[config.mk]
export PLATFORM = sky130hd
export DESIGN_NAME = display_clock_supervisor
export DESIGN_NICKNAME = d
export VERILOG_FILES = /design/src/rtl/display_clk_pkg.sv /design/src/rtl/display_clock_supervisor_sync_2ff.sv /design/src/rtl/display_clock_supervisor.sv
export SDC_FILE = /design/constraint.sdc
export NUM_CORES = 1
export LEC_CHECK = 0
export BUFFER_PORTS_ARGS = -buffer_cell sky130_fd_sc_hd__buf_2
export CORE_AREA = 2 2 86 96
export CTS_CLUSTER_SIZE = 25
export DETAILED_ROUTE_END_ITERATION = 12
export DIE_AREA = 0 0 88 98
export PLACE_DENSITY = 0.53
export REMOVE_ABC_BUFFERS = 1
export SYNTH_ARGS = -nofsm -noshare
export SYNTH_HDL_FRONTEND = slang
export SYNTH_SLANG_ARGS = --single-unit
[constraint.sdc]
create_clock -name i_clk -period 2.22 [get_ports i_clk]
set_clock_uncertainty 0.05 [all_clocks]
set_input_delay 0.222 -clock i_clk [delete_from_list [all_inputs] [get_ports i_clk]]
set_output_delay 0.222 -clock i_clk [all_outputs]
set_load 0.02 [all_outputs]
[src/rtl/display_clk_pkg.sv]
// display_clk_pkg: shared state encoding and output count widths for the display clock supervisor
package display_clk_pkg;
  typedef enum logic [2:0] {RESET, WAIT_LOCK, STABLE, RUN, FAULT} state_t;
  localparam int RETRY_W = 4;
  localparam int LOSS_W = 8;
endpackage

[src/rtl/display_clock_supervisor_sync_2ff.sv]
// sync_2ff: generic two-flop synchroniser, async active-low reset to 0
module sync_2ff #(
  parameter int W = 1
) (
  input  logic         i_clk,
  input  logic         i_rst_n,
  input  logic [W-1:0] i_d,
  output logic [W-1:0] o_q
);
  logic [W-1:0] meta_q, sync_q;
  always_ff @(posedge i_clk or negedge i_rst_n) begin
    if (!i_rst_n) begin
      meta_q <= '0;
      sync_q <= '0;
    end else begin
      meta_q <= i_d;
      sync_q <= meta_q;
    end
  end
  assign o_q = sync_q;
endmodule

[src/rtl/display_clock_supervisor.sv]
// display_clock_supervisor: MMCM reset/lock supervision with timeout, bounded retries and loss detection.
// Define DISPLAY_CLK_SUP_STATS_EN to implement the run-time lock-loss counter on o_loss_count.
module display_clock_supervisor
  import display_clk_pkg::*;
#(
  parameter int RST_CYCLES    = 16,
  parameter int LOCK_TIMEOUT  = 100000,
  parameter int STABLE_CYCLES = 1024,
  parameter int MAX_RETRIES   = 3
) (
  input  logic               i_clk,
  input  logic               i_rst_n,
  input  logic               i_locked,
  input  logic               i_restart,
  output logic               o_mmcm_rst,
  output logic               o_clk_ok,
  output logic               o_fault,
  output logic [RETRY_W-1:0] o_retry_count,
  output logic [LOSS_W-1:0]  o_loss_count
);
  localparam int RW = $clog2(RST_CYCLES + 1);
  localparam int TW = $clog2(LOCK_TIMEOUT + 1);
  localparam int SW = $clog2(STABLE_CYCLES + 1);
  localparam logic [RW-1:0] RST_LAST = RW'(RST_CYCLES - 1);
  localparam logic [TW-1:0] TO_LAST = TW'(LOCK_TIMEOUT);
  localparam logic [SW-1:0] STB_LAST = SW'(STABLE_CYCLES - 1);
  localparam logic [RETRY_W-1:0] MAX_R = RETRY_W'(MAX_RETRIES);
  state_t state_q, state_d;
  logic [RW-1:0] rst_cnt_q, rst_cnt_d;
  logic [TW-1:0] to_cnt_q, to_cnt_d;
  logic [SW-1:0] stb_cnt_q, stb_cnt_d;
  logic [RETRY_W-1:0] retry_q, retry_d, retry_inc;
  logic mmcm_rst_q, mmcm_rst_d, clk_ok_q, clk_ok_d, fault_q, fault_d;
  logic lk, waiting, timeout;
  sync_2ff #(.W(1)) u_lock_sync (
    .i_clk  (i_clk),
    .i_rst_n(i_rst_n),
    .i_d    (i_locked),
    .o_q    (lk)
  );
  always_ff @(posedge i_clk or negedge i_rst_n) begin
    if (!i_rst_n) begin
      state_q    <= RESET;
      rst_cnt_q  <= '0;
      to_cnt_q   <= '0;
      stb_cnt_q  <= '0;
      retry_q    <= '0;
      mmcm_rst_q <= 1'b1;
      clk_ok_q   <= 1'b0;
      fault_q    <= 1'b0;
    end else begin
      state_q    <= state_d;
      rst_cnt_q  <= rst_cnt_d;
      to_cnt_q   <= to_cnt_d;
      stb_cnt_q  <= stb_cnt_d;
      retry_q    <= retry_d;
      mmcm_rst_q <= mmcm_rst_d;
      clk_ok_q   <= clk_ok_d;
      fault_q    <= fault_d;
    end
  end
  always_comb begin
    waiting   = state_q == WAIT_LOCK || state_q == STABLE;
    timeout   = waiting && to_cnt_q == TO_LAST;
    retry_inc = &retry_q ? retry_q : retry_q + 1'b1;
    state_d   = i_restart ? RESET :
                timeout ? ((MAX_RETRIES != 0 && retry_inc >= MAX_R) ? FAULT : RESET) :
                state_q == RESET ? (rst_cnt_q == RST_LAST ? WAIT_LOCK : RESET) :
                state_q == WAIT_LOCK ? (lk ? STABLE : WAIT_LOCK) :
                state_q == STABLE ? (!lk ? WAIT_LOCK : stb_cnt_q == STB_LAST ? RUN : STABLE) :
                state_q == RUN ? (lk ? RUN : RESET) : FAULT;
  end
  // Outputs are registered from the next state so they move together with the state register.
  always_comb begin
    rst_cnt_d  = (state_q == RESET && !i_restart) ? rst_cnt_q + 1'b1 : '0;
    to_cnt_d   = (state_d == WAIT_LOCK || state_d == STABLE) ?
                 (state_q == RESET ? '0 : to_cnt_q + 1'b1) : '0;
    stb_cnt_d  = (state_q == STABLE && state_d == STABLE) ? stb_cnt_q + 1'b1 : '0;
    retry_d    = i_restart ? '0 :
                 timeout ? retry_inc :
                 (state_q == STABLE && state_d == RUN) ? '0 : retry_q;
    mmcm_rst_d = state_d == RESET || state_d == FAULT;
    clk_ok_d   = state_d == RUN;
    fault_d    = state_d == FAULT;
  end
  assign o_mmcm_rst    = mmcm_rst_q;
  assign o_clk_ok      = clk_ok_q;
  assign o_fault       = fault_q;
  assign o_retry_count = retry_q;
`ifdef DISPLAY_CLK_SUP_STATS_EN
  logic [LOSS_W-1:0] loss_q, loss_d;
  always_comb
    loss_d = (state_q == RUN && state_d == RESET && !i_restart && !(&loss_q)) ? loss_q + 1'b1 : loss_q;
  always_ff @(posedge i_clk or negedge i_rst_n) begin
    if (!i_rst_n) loss_q <= '0;
    else          loss_q <= loss_d;
  end
  assign o_loss_count = loss_q;
`else
  assign o_loss_count = '0;
`endif
endmodule

==> results of run 1 <==
[worst max-delay path by stage]
stage / slack [ns] / depth (start not counted) / to / from
5_1_grt: 0.01 / 8 / to_cnt_q[15] / rst_cnt_q[0]
6_report: 0.15 / 5 / to_cnt_q[8] / to_cnt_q[13]
4_1_cts: 0.11 / 5 / to_cnt_q[16] / to_cnt_q[13]
2_1_floorplan: 0.30 / 5 / stb_cnt_q[10] / to_cnt_q[13]
3_3_place_gp: 0.19 / 5 / to_cnt_q[10] / to_cnt_q[13]
3_5_place_dp: 0.14 / 5 / to_cnt_q[6] / to_cnt_q[13]
[area by class of cell]
cell class / count / area [µm²]
clock buffer: 7 / 76.3
tap: 108 / 135
clock inverter: 1 / 7.51
timing repair buffer: 17 / 120
inverter: 11 / 41.3
sequential: 45 / 1130
multi-input combinational: 172 / 1020
fill: 808 / 5170
[synthesized netlist by cell type (all sizes together) (3+ instances only)]
cell	number	area share (%)
buf	12	3.9
dfrtp	44	49
nand4	8	2.5
a31oi	3	0.83
nand2	11	1.8
ha	6	3.3
xnor2	12	4.7
nor2	48	8.0
nand2b	3	0.83
and3	9	2.6
xor2	15	5.8
a21oi	7	1.6
nand3	20	4.4
inv	11	1.8
nor3	6	1.3
o21ai	3	0.67
[critical path: stages, from the launching register on]
cell and delay [ns]:
dfrtp_1 0.43, or4b_4 0.56, nor4_4 0.27, a31oi_1 0.21, nand4_2 0.34, nor2_1 0.09
[flip-flops by register name, summed over array words and instances (netlist names)]
| register | cells |
|---|---|
| o_retry_count | 4 |
| o_mmcm_rst | 1 |
| o_clk_ok | 1 |
| rst_cnt_q | 5 |
| u_lock_sync.o_q | 1 |
| o_fault | 1 |
| state_q | 3 |
| to_cnt_q | 17 |
| stb_cnt_q | 11 |
| u_lock_sync.meta_q | 1 |
[cell families after synthesis]
logic type | after synthesis
buf+inv | 24
compound gates | 17
flops | 45
simple gates | 113
other cells | 1
fa+ha+maj | 6
mux | 1
xor+xnor | 27
[timing repair]
action | 4_1_cts | 5_1_grt
endpoints found under the setup margin | 0 | 0
hold endpoints to repair | 45 | 0
hold buffers | 2 | 0
[report_power, final]
part	total, mW	switching, mW	internal, mW
clock	0.482	0.259	0.223
combinational	0.0521	0.0377	0.0144
sequential	0.830	0.00477	0.826
total	1.36	0.302	1.06
[routing by layer]
layer  track usage, %  vias up  part of all wire [%]
met3             2.62        6                   3.4
met4             4.02        0                   1.6
met1             12.9      748                    49
li1                 -      804                     -
met2             15.9       28                    46
met5                0        -                     0
[metrics by stage]
step | setup slack [ns] | total power, mW | util [%]
2_1_floorplan | 0.303 | 0.869 | -
3_3_place_gp | 0.191 | 0.897 | 31.5
3_5_place_dp | 0.136 | 0.898 | 31.5
4_1_cts | 0.114 | 1.39 | 32.8
5_1_grt | 0.0148 | 1.43 | 32.8
6_report | 0.148 | 1.36 | 32.8
==> results.md, run 1 <==
* Largest fanout on the critical path at 17
* Worst hold start: i_restart
* Crit path arrival time at 2.19 ns
* Final non-filler cell total at 361
* Commonest non-fill, non-tap cell in the layout: nor2_1
* Proportion of synthesized flip-flops having asynchronous set or reset at 100%
* Detailed-route wire length at 3920 µm
* Maximum resistive drop on vdd at 0.190 mV
* Count of state elements after synthesis at 45
* Instance count of the mapped netlist at 234
* Worst hold path cell count at 2
* Maximum buffer depth of the clock tree at 2
* Mean number of vias per cell at 4.39
* Fin Setup TNS at 0 ns
* Post-Synth Simple-Gate Area at 24.9%
* Global-route usage over all layers at 10.0%
* Clock tree from TritonCTS: built
* Overflow left after global routing at 0
* Distinct cell type count of the synthesized netlist at 34
* Critical setup path kind: reg -> reg
* Count of TritonRoute iterations in the first routing pass at 4
* Number of warnings reported in the yosys synthesis log at 0
* Max-slew violation count at 0
* Adder and majority cell fraction of the synthesized area at 3.33%
* Launch point of the worst reg-to-reg path: to_cnt_q[13]
* Root Buffer Master: clkbuf_8
* Largest family of logic cells by synthesized area: simple AND/OR/NAND/NOR gates
* Worst setup EP type: register
* Synthesized cell area at 2260 µm²
* Final number of setup-violating endpoints at 0
* Number of antenna violations at the first check in global routing at 0
* Power per cell area at 540 nW/µm²
* CTS buffer count at 5
* Buffer count from post-CTS setup fixing at 0
* Fraction of layout instances using a drive strength above 1 at 10.7%
* Sequential fraction of the synthesis area at 50.0%
* Number of DRC markers in iteration 0 at 77
* Mux contribution to synthesized area at 0.444%
* Top library cells by usage in the layout, fill and taps aside: nor2_1 (48), dfrtp_1 (44), nand3_1 (20)
* Routability-driven placement congestion ratio at 0.791
* Final period utilization at 93.3%
* Cells resized by post-CTS repair at 0
* Worst reg2reg path endpoint: to_cnt_q[8]
* Highest clock frequency the design can meet at 483 MHz
* Worst slack on hold paths at 0.141 ns
* Die span in y at 98 µm
* Outcome: completed
* Register-to-register setup slack at 0.15 ns
* Final Instance Area at 2530 µm²
* Reported leakage power at 1.06 nW
* Die Outline Area at 8620 µm²
* Clock Sinks at 45
* Period minus WS final at 2.07 ns
* IO buf count at 10
* Global-route wire length before repair at 6920 µm
* Pin count of the biggest net entering global routing at 46
* Site row count at 34
* RSZ-0062 raised after global routing: false
* Starting density of the core at 29.3%
* XOR/XNOR share of the synthesized area at 10.5%
* Count of flip-flops with a built-in enable after synthesis at 0
* Max-cap violations at 0
* Layout area overhead at 12.1%
* Worst-skew pair later-pin latency at 0.29 ns
* Number of nets at the end of the flow at 262
* Post-synthesis average cell area at 9.64 µm²
* Worst Reg-to-Reg Cells at 5
* Synthesized-area fraction occupied by ao, oa, aoi and oai cells at 4.77%
* Transition time at the pin with the least slew margin at 0.586 ns
* Worst min-delay path class: in -> reg
* Dominant register cell in the synthesized netlist: dfrtp_1
* Number of nets still failing antenna checks after routing at 0
* Dpl hpwl at 2800 µm
* Drt drc at 0
* CTS clock-pin slew for the worst setup and hold paths at 0.08 ns
* Worst max-slew margin expressed relative to the limit at 60.6%
* Data required time of the critical path at 2.34 ns
* I/O Pins at 19
* Number of global-route vias before repair at 1522
* Antenna diode instance count at 0
* Area of the core at 7700 µm²
* Standard cell area after detailed placement at 2420 µm²
* Worst setup SP type: register
* Number of placed cells counting well taps at 351
* Routed len/inst at 10.8 µm
* Number of hold-slack violations in the final timing report at 0
* Detailed-route via count at 1586
* Number of H-tree branching levels at 2
* End point of the most critical hold path: o_retry_count[0]
* DIE WIDTH at 88 µm
(Power assumes the default switching activity.)
==> run 2: changes to the inputs <==
- ABC_AREA: unset -> 1
- CORE_AREA: 2 2 86 96 -> 2 2 92 103
- DIE_AREA: 0 0 88 98 -> 0 0 94 105
==> results.md, run 2 <==
* Outcome: completed
* Crit path arrival time at 2.03 ns
* Fill cell count at 917
* Overall power consumption at 1.42 mW
* Cell taking the most area after synthesis: dfrtp_1
* Instance count of the mapped netlist at 302
* Area of the core at 8780 µm²
* Total area of multi-input combinational cells at 1290 µm²
* Die Outline Area at 9870 µm²
* Global-route usage over all layers at 10.6%
* Proportion of synthesized flip-flops having asynchronous set or reset at 100%
* Data required time of the critical path at 2.35 ns
* Final non-filler cell total at 433
* Number of global-route vias before repair at 1809
* Highest clock frequency the design can meet at 526 MHz
* Commonest non-fill, non-tap cell in the layout: nand2_1
* Buffer count from post-CTS setup fixing at 0
* Biggest registers after layout: to_cnt_q x17, stb_cnt_q x11, rst_cnt_q x5
* Area share of the leading cell type in the synthesized netlist at 42.2%
* Number of placed cells counting well taps at 423
* Flip-flop and latch area at 1130 µm²
* Fraction of layout instances using a drive strength above 1 at 23.5%
* Maximum resistive drop on vdd at 0.278 mV
* Number of nets still failing antenna checks after routing at 0
* Count of TritonRoute iterations in the first routing pass at 4
* Mean number of vias per cell at 4.48
* Buf+Inv Stages, Crit Path at 3
* Final period utilization at 85.6%
* Largest fanout on the critical path at 17
* Overflow left after global routing at 0
* Number of nets at the end of the flow at 328
* Starting density of the core at 29.7%
* Max-cap violations at 0
* Sequential fraction of the synthesis area at 43.2%
* Most frequent cell on the critical path: nand2_1
* Largest delay contributor family on the critical path: simple AND/OR/NAND/NOR gates
* Setup WS post-layout at 0.320 ns
* DIE WIDTH at 94 µm
* Dpl hpwl at 3620 µm
* Setup slack at placement at 0.218 ns
* Detailed-route wire length at 4790 µm
* Max-slew violation count at 0
* Worst setup SP type: register
* Worst-skew pair later-pin latency at 0.30 ns
* Antenna diode instance count at 0
* Top reg by flops: to_cnt_q
* Series of cell instances along the critical path: inv_1 > ha_1 > nand2_1 > inv_1 > nand2_1 > nor2_1 > nand3_2 > nand2_1 > inv_2 > nand3_4 > nand2_4 > nand2_8 > nor2_1
* Period minus WS final at 1.90 ns
* Cell with the largest stage delay on the worst path: dfrtp_1
* Number of flip-flops in the largest register at 17
* Critical setup path kind: reg -> reg
* Site row count at 36
* Number of warnings reported in the yosys synthesis log at 0
* Dominant cells by area after synthesis: dfrtp_1 (42%), nand2_1 (7.8%), nand3_1 (5.8%)
* Top library cells by usage in the layout, fill and taps aside: nand2_1 (54), dfrtp_1 (44), nor2_1 (34)
* Routed len/inst at 11.1 µm
* IO buf count at 10
* Routability-driven placement congestion ratio at 0.787
* Dominant register cell in the synthesized netlist: dfrtp_1
* Number of DRC markers in iteration 0 at 109
* Worst max-slew margin expressed relative to the limit at 63.8%
* Final number of setup-violating endpoints at 0
* Layout area overhead at 10.2%
* Distinct cell type count of the synthesized netlist at 36
* Number of hold-slack violations in the final timing report at 0
* Post-synthesis average cell area at 8.64 µm²
* Global-route wire length before repair at 8360 µm
* CTS clock-pin slew for the worst setup and hold paths at 0.09 ns
* Drt drc at 0
* Most frequent cells after synthesis: nand2_1 (54), dfrtp_1 (44), nor2_1 (34)
* Transition time at the pin with the least slew margin at 0.543 ns
* Clock tree from TritonCTS: built
* Maximum buffer depth of the clock tree at 2
* Crit path largest cell delay at 0.38 ns
* Power per cell area at 493 nW/µm²
* Reported leakage power at 1.22 nW
* Cell with the most instances after synthesis: nand2_1
* Detailed-route via count at 1939
* Standard cell area after detailed placement at 2750 µm²
* Synthesized cell area at 2610 µm²
* Clock Sinks at 45
* Die span in y at 105 µm
* Worst min-delay path class: in -> reg
* Number of antenna violations at the first check in global routing at 0
* Pin count of the biggest net entering global routing at 24
* Number of H-tree branching levels at 2
* Fin Setup TNS at 0 ns
* CTS buffer count at 5
* Root Buffer Master: clkbuf_8
* Count of flip-flops with a built-in enable after synthesis at 0
* I/O Pins at 19
* Count of state elements after synthesis at 45
* RSZ-0062 raised after global routing: false
* Final Instance Area at 2880 µm²
* Worst setup EP type: register
run 2: cell types whose count changed after synthesis, sizes merged, moves of 3 or more:
cell,previous run,this run
xnor2,12,3
xor2,15,6
nand3,20,38
or2,0,7
nand2b,3,0
nand2,11,58
a21oi,7,3
nor2,48,60
inv,11,35
and3,9,0
run 2: layout make-up:
type / instances / share of cell area (%)
multi-input combinational: 218 / 44.8
sequential: 45 / 39.2
tap: 114 / 4.96
inverter: 35 / 4.66
timing repair buffer: 13 / 3.13
clock buffer: 5 / 2.39
clock inverter: 3 / 0.870
run 2: metal layers:
layer / part of all wire [%] / routed length, µm / GRT usage (%)
met4: 1.5 / 70 / 3.11
met3: 3.1 / 149 / 2.38
met1: 44 / 2130 / 13.4
met5: 0 / 0 / 0
met2: 51 / 2450 / 17.8
run 2: path summary, 6_finish.rpt:
kind | startpoint | end | slack (ns) | cells past startpoint
max in group asynchronous | i_rst_n | to_cnt_q[9] | 1.23 | 3
setup / recovery | to_cnt_q[0] | to_cnt_q[0] | 0.32 | 13
min in group asynchronous | i_rst_n | stb_cnt_q[7] | 0.37 | 2
hold / removal | i_restart | o_retry_count[2] | 0.20 | 4
setup reg to reg | to_cnt_q[0] | to_cnt_q[0] | 0.32 | 13
hold reg to reg | u_lock_sync.meta_q | u_lock_sync.o_q | 0.33 | 0
run 2: cells by family after synthesis:
logic type	count (synthesis)	share of synthesized area, %
buffers and inverters	46	8.77
AO/OA/AOI/OAI	14	3.40
AND/OR/NAND/NOR	181	38.6
adder cells (fa/ha/maj)	6	2.88
flip-flops	45	43.2
other	1	0.144
XOR/XNOR	9	3.02
run 2: through the flow:
| step | hold slack, ns | utilization, % |
|---|---|---|
| 6_report | 0.203 | 32.7 |
| 5_1_grt | 0.246 | 32.7 |
| 4_1_cts | 0.201 | 32.6 |
| 3_5_place_dp | 0.196 | 31.4 |
| 3_3_place_gp | 0.200 | 31.4 |
| 2_1_floorplan | -0.124 | - |
run 2: worst min-delay path, stage by stage:
cell and delay [ns]:
buf_2 0.11, nor2_1 0.08, nand2_1 0.06, nand2_1 0.04
run 2: repair_timing:
item                       4_1_cts  5_1_grt
hold endpoints to repair        22        0
gates resized for setup          0        1
hold buffers                     2        0
setup endpoints to repair        0        1
run 2: power by group:
group          internal, mW  total, mW  switching (mW)
Combinational        0.0123     0.0513          0.0390
Sequential            0.825      0.829         0.00349
Clock                 0.228      0.537           0.309
==> run 3: changes to the inputs <==
- REMOVE_ABC_BUFFERS: 1 -> unset
==> results.md, run 3 (synthesis gave the netlist of run 2 again) <==
* Fraction of the core area covered by cells at the end of the flow at 33.1%
* Clock Sinks at 45
* Number of global-route vias before repair at 1872
* Worst reg2reg path endpoint: to_cnt_q[12]
* Worst hold path cell count at 4
* Highest clock frequency the design can meet at 523 MHz
* Die Outline Area at 9870 µm²
* Worst setup EP type: register
* Pin count of the biggest net entering global routing at 20
* Maximum resistive drop on vdd at 0.236 mV
* Maximum buffer depth of the clock tree at 2
* Clock tree from TritonCTS: built
* Register-to-register setup slack at 0.31 ns
* Antenna diode instance count at 0
* Worst hold start: i_restart
* Max-cap violations at 0
* Outcome: completed
* Critical setup path kind: reg -> reg
* Detailed-route via count at 1928
* Count of TritonRoute iterations in the first routing pass at 4
* Layout area overhead at 11.5%
* Root Buffer Master: clkbuf_8
* CTS buffer count at 5
* Fraction of layout instances using a drive strength above 1 at 23.8%
* Launch point of the worst reg-to-reg path: to_cnt_q[0]
* Fin Setup TNS at 0 ns
* IO buf count at 10
* Overflow left after global routing at 0
* Site row count at 36
* Final number of setup-violating endpoints at 0
* Area of the core at 8780 µm²
* I/O Pins at 19
* Number of DRC markers in iteration 0 at 85
* DIE WIDTH at 94 µm
* Biggest registers after layout: to_cnt_q x17, stb_cnt_q x11, rst_cnt_q x5
* Number of nets still failing antenna checks after routing at 0
* Worst min-delay path class: in -> reg
* Number of antenna violations at the first check in global routing at 0
* Number of nets at the end of the flow at 329
* Top reg by flops: to_cnt_q
* Period minus WS final at 1.91 ns
* Number of hold-slack violations in the final timing report at 0
* Global-route wire length before repair at 8680 µm
* Power per cell area at 560 nW/µm²
* Routed len/inst at 11.5 µm
* Number of H-tree branching levels at 2
* Final period utilization at 86.1%
* Worst setup SP type: register
* Data required time of the critical path at 2.36 ns
* Detailed-route wire length at 4990 µm
* RSZ-0062 raised after global routing: false
* Top library cells by usage in the layout, fill and taps aside: nand2_1 (54), dfrtp_1 (44), nor2_1 (34)
* Number of flip-flops in the largest register at 17
* Routability-driven placement congestion ratio at 0.751
* Drt drc at 0
* Mean number of vias per cell at 4.44
* Buffer count from post-CTS setup fixing at 0
* Worst-skew pair later-pin latency at 0.31 ns
* Die span in y at 105 µm
* CTS clock-pin slew for the worst setup and hold paths at 0.09 ns
* Starting density of the core at 29.7%
* Max-slew violation count at 0
* Commonest non-fill, non-tap cell in the layout: nand2_1
* Worst Reg-to-Reg Cells at 13
* Reported leakage power at 1.24 nW
* Largest fanout on the critical path at 17
* Crit path arrival time at 2.05 ns
* Dpl hpwl at 3660 µm
* End point of the most critical hold path: o_retry_count[2]
* Global-route usage over all layers at 11.0%
run 3: stage by stage:
stage               std cells  setup slack, ns  hold WS, ns  total power, mW  cell area, µm²
finish                    434            0.309        0.203             1.63            2910
global route              434            0.117        0.226             1.69            2910
CTS                       434            0.176        0.191             1.65            2900
detailed placement        424            0.211       0.0737            0.895            2750
global placement          424            0.268       0.0755            0.894            2750
floorplan                 309            0.467       -0.124            0.879            2640
run 3: routing by layer:
| layer | part of all wire, % | global-route usage, % | wire [µm] | up-vias |
|---|---|---|---|---|
| met1 | 48 | 14.4 | 2380 | 909 |
| met5 | 0 | 0 | 0 | - |
| met3 | 2.4 | 2.60 | 122 | 10 |
| met2 | 48 | 17.4 | 2380 | 23 |
| li1 | - | - | - | 986 |
| met4 | 2.1 | 4.14 | 103 | 0 |
run 3: final cells by class:
| cell class | instances | area (µm²) |
|---|---|---|
| fill | 929 | 5870 |
| multi-input combinational | 218 | 1290 |
| sequential | 45 | 1130 |
| tap | 114 | 143 |
| inverter | 35 | 134 |
| timing repair buffer | 14 | 85.1 |
| clock buffer | 5 | 68.8 |
| clock inverter | 3 | 65.1 |
run 3: repair_timing:
action	4_1_cts	5_1_grt
setup endpoints to repair	0	1
hold buffers	2	0
hold endpoints to repair	12	0
resized for setup	0	1
run 3: worst max path at each step:
stage	startpoint	to	slack (ns)	depth (start not counted)
3_5_place_dp	to_cnt_q[0]	stb_cnt_q[10]	0.21	12
6_report	to_cnt_q[0]	to_cnt_q[12]	0.31	13
5_1_grt	to_cnt_q[0]	to_cnt_q[12]	0.12	13
3_3_place_gp	to_cnt_q[0]	stb_cnt_q[10]	0.27	12
4_1_cts	to_cnt_q[0]	stb_cnt_q[10]	0.18	12
2_1_floorplan	to_cnt_q[0]	to_cnt_q[10]	0.47	14
run 3: power breakdown:
group	leakage (nW)	internal, mW	total, mW	switching (mW)
Clock	0.0681	0.447	0.749	0.302
Sequential	0.618	0.825	0.829	0.00384
Combinational	0.553	0.0111	0.0502	0.0391
Total	1.24	1.28	1.63	0.345
run 3: critical path, stage by stage (launching register included):
cell and delay, ns:
dfrtp_1 0.39, inv_1 0.13, ha_1 0.16, nand2_1 0.05, inv_1 0.05, nand2_1 0.04, nor2_1 0.13, nand3_2 0.16
nand2_1 0.11, inv_2 0.07, nand3_4 0.10, nand2_4 0.08, nand2_8 0.19, nor2_1 0.08
